`src/rtl/llmanager_refcount_mp.sv`:
```
// Multi-port pipelined refcount manager: round-robin deref issue (S0 read), decrement/write (S1)
// with same-page forwarding, underflow flagging and a reclaim FIFO toward the free-list manager.
module llmanager_refcount_mp #(
  parameter int lpsz    = 8,
  parameter int refsz   = 3,
  parameter int ports   = 4,
  parameter int portsz  = 2,
  parameter int rcdepth = 4,
  parameter int rcasz   = 2
) (
  input  logic                    clk,
  input  logic                    reset,
  input  logic [ports-1:0]        drq_srdy,
  output logic [ports-1:0]        drq_drdy,
  input  logic [ports*lpsz-1:0]   drq_start_page,
  input  logic [ports*lpsz-1:0]   drq_end_page,
  output logic                    reclaim_srdy,
  input  logic                    reclaim_drdy,
  output logic [lpsz-1:0]         reclaim_start_page,
  output logic [lpsz-1:0]         reclaim_end_page,
  input  logic                    refup_srdy,
  output logic                    refup_drdy,
  input  logic [lpsz-1:0]         refup_page,
  input  logic [refsz-1:0]        refup_count,
  output logic                    ref_wr_en,
  output logic [lpsz-1:0]         ref_wr_addr,
  output logic [refsz-1:0]        ref_wr_data,
  output logic                    ref_rd_en,
  output logic [lpsz-1:0]         ref_rd_addr,
  input  logic [refsz-1:0]        ref_rd_data,
  output logic                    deref_err,
  output logic [portsz-1:0]       deref_err_port
);

  logic [lpsz-1:0]   start_a [ports];
  logic [lpsz-1:0]   end_a   [ports];

  logic              s1_vld_q, fwd_vld_q;
  logic [lpsz-1:0]   s1_start_q, s1_end_q;
  logic [portsz-1:0] s1_port_q, rr_q;
  logic [refsz-1:0]  fwd_data_q;

  logic [lpsz-1:0]   rc_start_mem [rcdepth];
  logic [lpsz-1:0]   rc_end_mem   [rcdepth];
  logic [rcasz-1:0]  rc_wr_q, rc_rd_q;
  logic [rcasz:0]    rc_cnt_q, rc_cnt_d;

  logic              gnt_vld, room, issue, refup_xfer;
  logic [portsz-1:0] gnt_idx, gnt_nxt;
  logic [rcasz+1:0]  occ;
  logic [refsz-1:0]  cur, new_cnt;
  logic              cur_zero, s1_wr, push, pop;

  always_comb begin
    for (int i = 0; i < ports; i++) begin
      start_a[i] = drq_start_page[i*lpsz +: lpsz];
      end_a[i]   = drq_end_page[i*lpsz +: lpsz];
    end
  end

  // Round-robin: first requester at or after rr_q, then wrap to the lower indices.
  always_comb begin
    gnt_vld = 1'b0;
    gnt_idx = '0;
    for (int i = 0; i < ports; i++) begin
      if (!gnt_vld && drq_srdy[i] && (i >= int'(rr_q))) begin
        gnt_vld = 1'b1;
        gnt_idx = portsz'(i);
      end
    end
    for (int i = 0; i < ports; i++) begin
      if (!gnt_vld && drq_srdy[i]) begin
        gnt_vld = 1'b1;
        gnt_idx = portsz'(i);
      end
    end
    gnt_nxt = (gnt_idx == portsz'(ports - 1)) ? '0 : gnt_idx + portsz'(1);
  end

  // Every in-flight S1 may still push, so it is counted against FIFO space.
  assign occ        = {1'b0, rc_cnt_q} + {{(rcasz+1){1'b0}}, s1_vld_q};
  assign room       = occ < (rcasz+2)'(rcdepth);
  assign refup_drdy = reset & ~s1_vld_q;
  assign refup_xfer = refup_srdy & refup_drdy;
  assign issue      = reset & ~refup_xfer & gnt_vld & room;

  always_comb begin
    drq_drdy = '0;
    if (issue) drq_drdy[gnt_idx] = 1'b1;
  end

  assign ref_rd_en   = issue;
  assign ref_rd_addr = issue ? start_a[gnt_idx] : '0;

  assign cur      = fwd_vld_q ? fwd_data_q : ref_rd_data;
  assign cur_zero = (cur == '0);
  assign new_cnt  = cur_zero ? cur : cur - refsz'(1);
  assign s1_wr    = s1_vld_q & ~cur_zero;
  assign push     = s1_wr & (cur == refsz'(1));

  assign deref_err      = s1_vld_q & cur_zero;
  assign deref_err_port = deref_err ? s1_port_q : '0;

  // S1 never overlaps a refup since refup_drdy requires an empty S1.
  assign ref_wr_en   = refup_xfer | s1_wr;
  assign ref_wr_addr = refup_xfer ? refup_page  : (s1_wr ? s1_start_q : '0);
  assign ref_wr_data = refup_xfer ? refup_count : (s1_wr ? new_cnt    : '0);

  assign reclaim_srdy       = (rc_cnt_q != '0);
  assign pop                = reclaim_srdy & reclaim_drdy;
  assign reclaim_start_page = reclaim_srdy ? rc_start_mem[rc_rd_q] : '0;
  assign reclaim_end_page   = reclaim_srdy ? rc_end_mem[rc_rd_q]   : '0;

  always_comb begin
    rc_cnt_d = rc_cnt_q;
    if (push && !pop)      rc_cnt_d = rc_cnt_q + (rcasz+1)'(1);
    else if (pop && !push) rc_cnt_d = rc_cnt_q - (rcasz+1)'(1);
  end

  always_ff @(posedge clk or negedge reset) begin
    if (!reset) begin
      s1_vld_q  <= 1'b0;
      fwd_vld_q <= 1'b0;
      rr_q      <= '0;
      rc_wr_q   <= '0;
      rc_rd_q   <= '0;
      rc_cnt_q  <= '0;
    end else begin
      s1_vld_q  <= issue;
      fwd_vld_q <= issue & s1_vld_q & (start_a[gnt_idx] == s1_start_q);
      if (issue) rr_q <= gnt_nxt;
      if (push)  rc_wr_q <= rc_wr_q + rcasz'(1);
      if (pop)   rc_rd_q <= rc_rd_q + rcasz'(1);
      rc_cnt_q  <= rc_cnt_d;
    end
  end

  always_ff @(posedge clk) begin
    if (issue) begin
      s1_start_q <= start_a[gnt_idx];
      s1_end_q   <= end_a[gnt_idx];
      s1_port_q  <= gnt_idx;
    end
    fwd_data_q <= new_cnt;
    if (push) begin
      rc_start_mem[rc_wr_q] <= s1_start_q;
      rc_end_mem[rc_wr_q]   <= s1_end_q;
    end
  end

endmodule

```
`config.mk`:
```
export PLATFORM = sky130hd
export DESIGN_NAME = llmanager_refcount_mp
export DESIGN_NICKNAME = d
export VERILOG_FILES = /design/src/rtl/llmanager_refcount_mp.sv
export SDC_FILE = /design/constraint.sdc
export NUM_CORES = 1
export LEC_CHECK = 0
export CORE_AREA = 2 2 103 105
export CTS_CLUSTER_SIZE = 8
export DETAILED_ROUTE_END_ITERATION = 8
export DIE_AREA = 0 0 105 107
export PLACE_DENSITY = 0.79
export SYNTH_ARGS = -nofsm -noshare
export SYNTH_HDL_FRONTEND = slang
export SYNTH_SLANG_ARGS = --single-unit
```
`constraint.sdc`:
```
create_clock -name clk -period 3.59 [get_ports clk]
set_clock_uncertainty 0.1 [all_clocks]
set_input_delay 0.718 -clock clk [delete_from_list [all_inputs] [get_ports clk]]
set_output_delay 0.718 -clock clk [all_outputs]
set_load 0.05 [all_outputs]
```
[Yosys cells after proc, flatten, opt, wreduce, memory -nomap -nowiden]
Memories as Yosys holds them, arrays and structs flattened.
Index checks and enable logic that the tools add are counted.
Widths: inputs -> output; s select.
Storage, ports and cells
  logic and storage cells: 109
  input bits: 86
  bits in registers: 32
  memories kept: 2
  bits in writable memories: 64
Memory list
  rc_end_mem: depth 4, width 8, read ports 1, clocked after memory_dff 0, wr ports 1, RTL line 44  | logic [lpsz-1:0] rc_end_mem [rcdepth];
  rc_start_mem: depth 4, width 8, read ports 1, clocked after memory_dff 0, wr ports 1, RTL line 43  | logic [lpsz-1:0] rc_start_mem [rcdepth];
Cells by class
  order comparisons: 7
  equal/unequal tests: 3
  $add $sub $neg: 7
  reductions and logical operators: 25
  multiplexer cells: 39
  bitwise operators: 16
Operators with widths (count)
  $mux 8: 9
  $bmux 8 s2: 2
  $mux 3: 6
  $mux 2: 8
  $logic_and 1x1->1: 13
  $mux 1: 12
  $and 1x1->1: 11
  $logic_not 1->1: 9
  $eq 8x8->1: 1
  $add 2x1->2 const B: 3
  $sub 3x1->3 const B: 2
  $add 3x1->4: 1
  $ge 1x2->1 const A: 2
  $lt 4x3->1 const B: 1
  $mux 4: 1
  $add 3x1->3 const B: 1
  $eq 3x1->1 const B: 1
  $ge 3x3->1 const B: 1
  $logic_not 3->1: 1
  $lt 2x3->1 const B: 1
  $not 1->1: 3
  $not 2->3: 1
  $reduce_bool 3->1: 1
  $demux 1 s2: 1
  other kinds (5): 5

[Logic depth before layout (Yosys ltp)]
  depth in word-level cells: 32
  mapped depth: 13
  gate-level depth less buffers: 11

[Worst setup path after synthesis]
Ideal clock, no wire load.
  path type: input port to output port
  start point: in drq_srdy[2]
  end point: out drq_drdy[0]
  path slack: -117 ps
  required time: 2772 ps
  buffers on the path: 1
  stages on the path: 6
  arrival time: 2889 ps
  cells stage by stage: nor4_1 > nor3b_1 > o21ai_0 > inv_1 > clkbuf_1 > and2_1
On the way
  elaborated cells between the ends (all ways): 32
  classes of those cells: order compare: 2; mux: 15; bitwise: 2; reduce/logical: 13
RTL lines
  start, declared: RTL line 13  | input logic [ports-1:0] drq_srdy,
  $logic_and 1x1->1 (2 in series): RTL line 66  | if (!gnt_vld && drq_srdy[i] && (i >= int'(rr_q))) begin
  $mux 1: RTL line 66
  $logic_not 1->1: RTL line 66
  $logic_and 1x1->1: RTL line 66
  $mux 1: RTL line 66
  $logic_not 1->1: RTL line 72  | if (!gnt_vld && drq_srdy[i]) begin
  $logic_and 1x1->1: RTL line 72
  $mux 1: RTL line 72
  [4 not listed]
  $logic_and 1x1->1: RTL line 72
  $mux 1 (*): RTL line 72
  $logic_not 1->1: RTL line 72
  $logic_and 1x1->1: RTL line 72
  $mux 1 (*): RTL line 72
  $and 1x1->1 (*) (2 in series): RTL line 85  | assign issue = reset & ~refup_xfer & gnt_vld & room;
  net ref_rd_en: RTL line 28  | output logic ref_rd_en,
  $mux 4 (*): RTL line 89  | if (issue) drq_drdy[gnt_idx] = 1'b1;
  end, declared: RTL line 14  | output logic [ports-1:0] drq_drdy,
The timed path passes the listed nets; every way through them passes the cells marked *.

[Final worst setup path]
  start point: in drq_srdy[0]
  end point: out ref_rd_addr[7]
On the way
  longest elaborated chain between the ends: 30
  elaborated cells between the ends (all ways): 39
  classes of those cells: mux: 19; bitwise: 3; reduce/logical: 17
RTL lines
  $logic_and 1x1->1: RTL line 66
  $mux 1: RTL line 66
  $logic_not 1->1: RTL line 66
  $logic_and 1x1->1 (2 in series): RTL line 66
  $mux 1: RTL line 66
  $logic_not 1->1: RTL line 66
  $logic_and 1x1->1 (2 in series): RTL line 66
  $mux 1: RTL line 66
  [11 not listed]
  $mux 1: RTL line 72
  $logic_not 1->1: RTL line 72
  $logic_and 1x1->1: RTL line 72
  $mux 2: RTL line 72
  $not 2->3 (not written as such): RTL line 93  | assign ref_rd_addr = issue ? start_a[gnt_idx] : '0;
  $bmux 8 s2: RTL line 93
  $mux 8 (not written as such) (2 in series): RTL line 93
  $mux 8 (*): RTL line 93
  end, declared: RTL line 29  | output logic [lpsz-1:0] ref_rd_addr,
Mark *: on every way between the ends. The rest lies on a longest branch, timed or not. The select of a mux whose other input is x is not followed.

==> results.sh <==
export IMPL_status="finished clean"
export IMPL_worstPathArrival_ns=2.68
export IMPL_core_um2=10100
export IMPL_drtIter0Drc=186
export IMPL_synth_top_area_cell="edfxtp_1"
export IMPL_clk_latency_ns=0.35
export IMPL_synth_seq_area_share_pct=58.8
export IMPL_die_width_um=105
export IMPL_critPathKind="primary input to output pin"
export IMPL_route_met2_wl_um=5920
export IMPL_ys_ff_latch=96
export IMPL_drt_first_pass_iters=4
export IMPL_synth_commonest_cells="edfxtp_1, nand2_1, and2_1"
export IMPL_maxCapViolCount=0
export IMPL_relSlewSlack_pct=58.9
export IMPL_synth_top_area_share_pct=51.8
export IMPL_wl_met1_um=4850
export IMPL_antenna_left=0
export IMPL_highest_layer="met4"
export IMPL_postSynthCellCount=350
export IMPL_clock_root_buffer="clkbuf_8"
export IMPL_path_max_fanout=7
export IMPL_cts_buffers=9
export IMPL_ir_worst_vdd_uv=386
export IMPL_antenna_found_initial=0
export IMPL_async_reset_ff_share_pct=11.5
export IMPL_utilization_pct=68.6
export IMPL_p_per_area_nw_per_um2=666
export IMPL_cts_tree="done"
export IMPL_num_vias=3461
export IMPL_nets=613
export IMPL_hpwl_um=8930
export IMPL_die_height_um=107
export IMPL_cp_start_kind="primary input"
export IMPL_num_rows=37
export IMPL_end_kind="output pin"
export IMPL_synth_area_per_cell_um2=13.6
export IMPL_synth_fp_nets=450
export IMPL_setup_ws_ns=0.0916
export IMPL_met3WireLength_um=770
export IMPL_antenna_cells=0
export IMPL_finalWirelength_um=11800
export IMPL_post_route_period_util_pct=97.4
export IMPL_ctsLongestPathBuffers=2
export IMPL_grt_pass1_vias=3582
export IMPL_gp_congestion=0.885
export IMPL_pre_cts_slack_ns=0.0202
export IMPL_cpLargestDelayFamily="buffers and inverters"
export IMPL_maxSlewViolCount=0
export IMPL_ys_warn_count=0
export IMPL_drive_gt1_share_pct=22.2
export IMPL_crit_path_cell_trace="clkdlybuf4s50_1 -> inv_1 -> o22ai_1 -> a221oi_4 -> buf_4 -> mux2i_1 -> and2_1 -> buf_12"
export IMPL_dominantRegCellSynth="edfxtp_1"
export IMPL_track_usage_pct=21.2
export IMPL_tns_ns=0
export IMPL_crit_required_ns=2.77
export IMPL_viasPerCell=5.29
export IMPL_clock_sink_count=96
export IMPL_critPathSlowestCell="clkdlybuf4s50_1"
export IMPL_p_leak_nw=2.62
export IMPL_fp_dieArea_um2=11200
export IMPL_setup_viol=0
export IMPL_cp_buffers_inverters=4
export IMPL_hold_violations=0
export IMPL_yosysMostFrequentCell="edfxtp_1"
export IMPL_hp_class="register to register"
export IMPL_h_tree_depth=3
export IMPL_grt_overflow=0
export IMPL_synthTopCellsByArea="edfxtp_1, mux4_2, dfrtp_1, mux2i_1, and2_1"
export IMPL_synth_cell_types=47
export IMPL_postCtsHoldBufs=0
export IMPL_cp_slowest_stage_delay_ns=0.46
export IMPL_synth_edf_count=82
export IMPL_path_clk_slew_ns=0.09
export IMPL_clock_fmax_mhz=286
export IMPL_area_growth_pct=45.7
export IMPL_io_buffer_count=131
export IMPL_worstMarginPinSlew_ns=0.616
export IMPL_initial_core_util_pct=47.1
export IMPL_grt_start_max_net_pins=23
export IMPL_routedWlPerCell_um=18.0
export IMPL_min_period_ns=3.50
export IMPL_netlist_area_um2=4760
export IMPL_grt_pass1_wl_um=18300
export IMPL_drc=0
export IMPL_io_pins=132
==> worst reg2reg max path: cells and delay by family (launching register included) <==
| family | cells | cell delay [ns] |
|---|---|---|
| adders and majority gates | 4 | 1.03 |
| and+or+nand+nor | 3 | 0.54 |
| xor gates and xnor gates | 2 | 0.32 |
| buffers and inverters | 1 | 0.06 |
| muxes | 1 | 0.18 |
| DFF | 1 | 0.44 |
==> worst paths after layout <==
path / start / end / slack [ns] / cells after the start
setup / recovery: drq_srdy[0] / ref_rd_addr[7] / 0.09 / 8
max in group asynchronous: reset / rc_rd_q[1] / 2.54 / 2
hold reg to reg: rc_cnt_q[2] / rc_cnt_q[2] / 0.41 / 1
setup reg to reg: fwd_vld_q / rc_cnt_q[2] / 0.83 / 11
min in group asynchronous: reset / fwd_vld_q / 0.46 / 1
hold / removal: rc_cnt_q[2] / rc_cnt_q[2] / 0.41 / 1
==> layout by cell type, fill, tap and decap left out, types with 6 or more instances in the layout <==
| cell type | n |
|---|---|
| a21oi_1 | 6 |
| a22o_1 | 8 |
| a31oi_1 | 8 |
| and2_1 | 34 |
| and3_1 | 12 |
| buf_12 | 28 |
| buf_4 | 40 |
| clkbuf_8 | 9 |
| clkdlybuf4s50_1 | 100 |
| dfrtp_1 | 11 |
| edfxtp_1 | 82 |
| ha_1 | 13 |
| inv_1 | 13 |
| mux2i_1 | 18 |
| mux2i_2 | 6 |
| mux4_2 | 16 |
| nand2_1 | 47 |
| xnor2_1 | 7 |
==> kinds of logic after synthesis <==
logic type | after synthesis | synth area share [%]
AOI/OAI and AO/OA | 46 | 7.16
xor gates and xnor gates | 11 | 2.03
adders and majority gates | 14 | 3.84
buffers and inverters | 31 | 2.68
DFF | 96 | 58.8
muxes | 41 | 13.0
and+or+nand+nor | 111 | 12.4
==> power breakdown <==
part,internal [mW],switching (mW)
clock,0.263,0.386
combinational,1.09,1.36
sequential,1.38,0.143
total,2.73,1.89
==> layout make-up <==
type                    instances  area (um^2)
fillers                       741         3160
flip-flops and latches         96         2800
repair buffers                169         1870
multi-input cells             223         1850
well taps                     136          170
clock buffers                  10          128
clock inverters                 6         53.8
inverters                      14         52.6
==> repair_timing <==
action                                  CTS  global route
buffers inserted                          0             2
endpoints found under the setup margin    0            13
endpoints found under the hold margin     0             0
resized for setup                         0             8
==> flip-flops by register name, summed over array words and instances, names as in the netlist, 2 cells and up <==
signal,count
fwd_data_q,3
rc_cnt_q,3
rc_end_mem,32
rc_rd_q,2
rc_start_mem,32
rc_wr_q,2
rr_q,2
s1_end_q,8
s1_port_q,2
s1_start_q,8
==> per-stage QoR <==
stage | hold WS (ns) | cells | total power [mW] | cell area, um^2
6_report | 0.410 | 654 | 4.62 | 6930
5_1_grt | 0.431 | 654 | 4.84 | 6930
4_1_cts | 0.402 | 652 | 4.61 | 6890
3_5_place_dp | 0.386 | 636 | 3.97 | 6710
3_3_place_gp | 0.365 | 636 | 3.91 | 6710
2_1_floorplan | 0.322 | 350 | 3.03 | 4760
==> per-layer routing <==
| layer | vias up | track usage (%) |
|---|---|---|
| met3 | 25 | 5.59 |
| met4 | 0 | 7.81 |
| met5 | - | 0 |
| met2 | 138 | 36.0 |
| li1 | 1619 | - |
| met1 | 1679 | 26.3 |
Note: power is estimated with default switching activity, not from simulation.
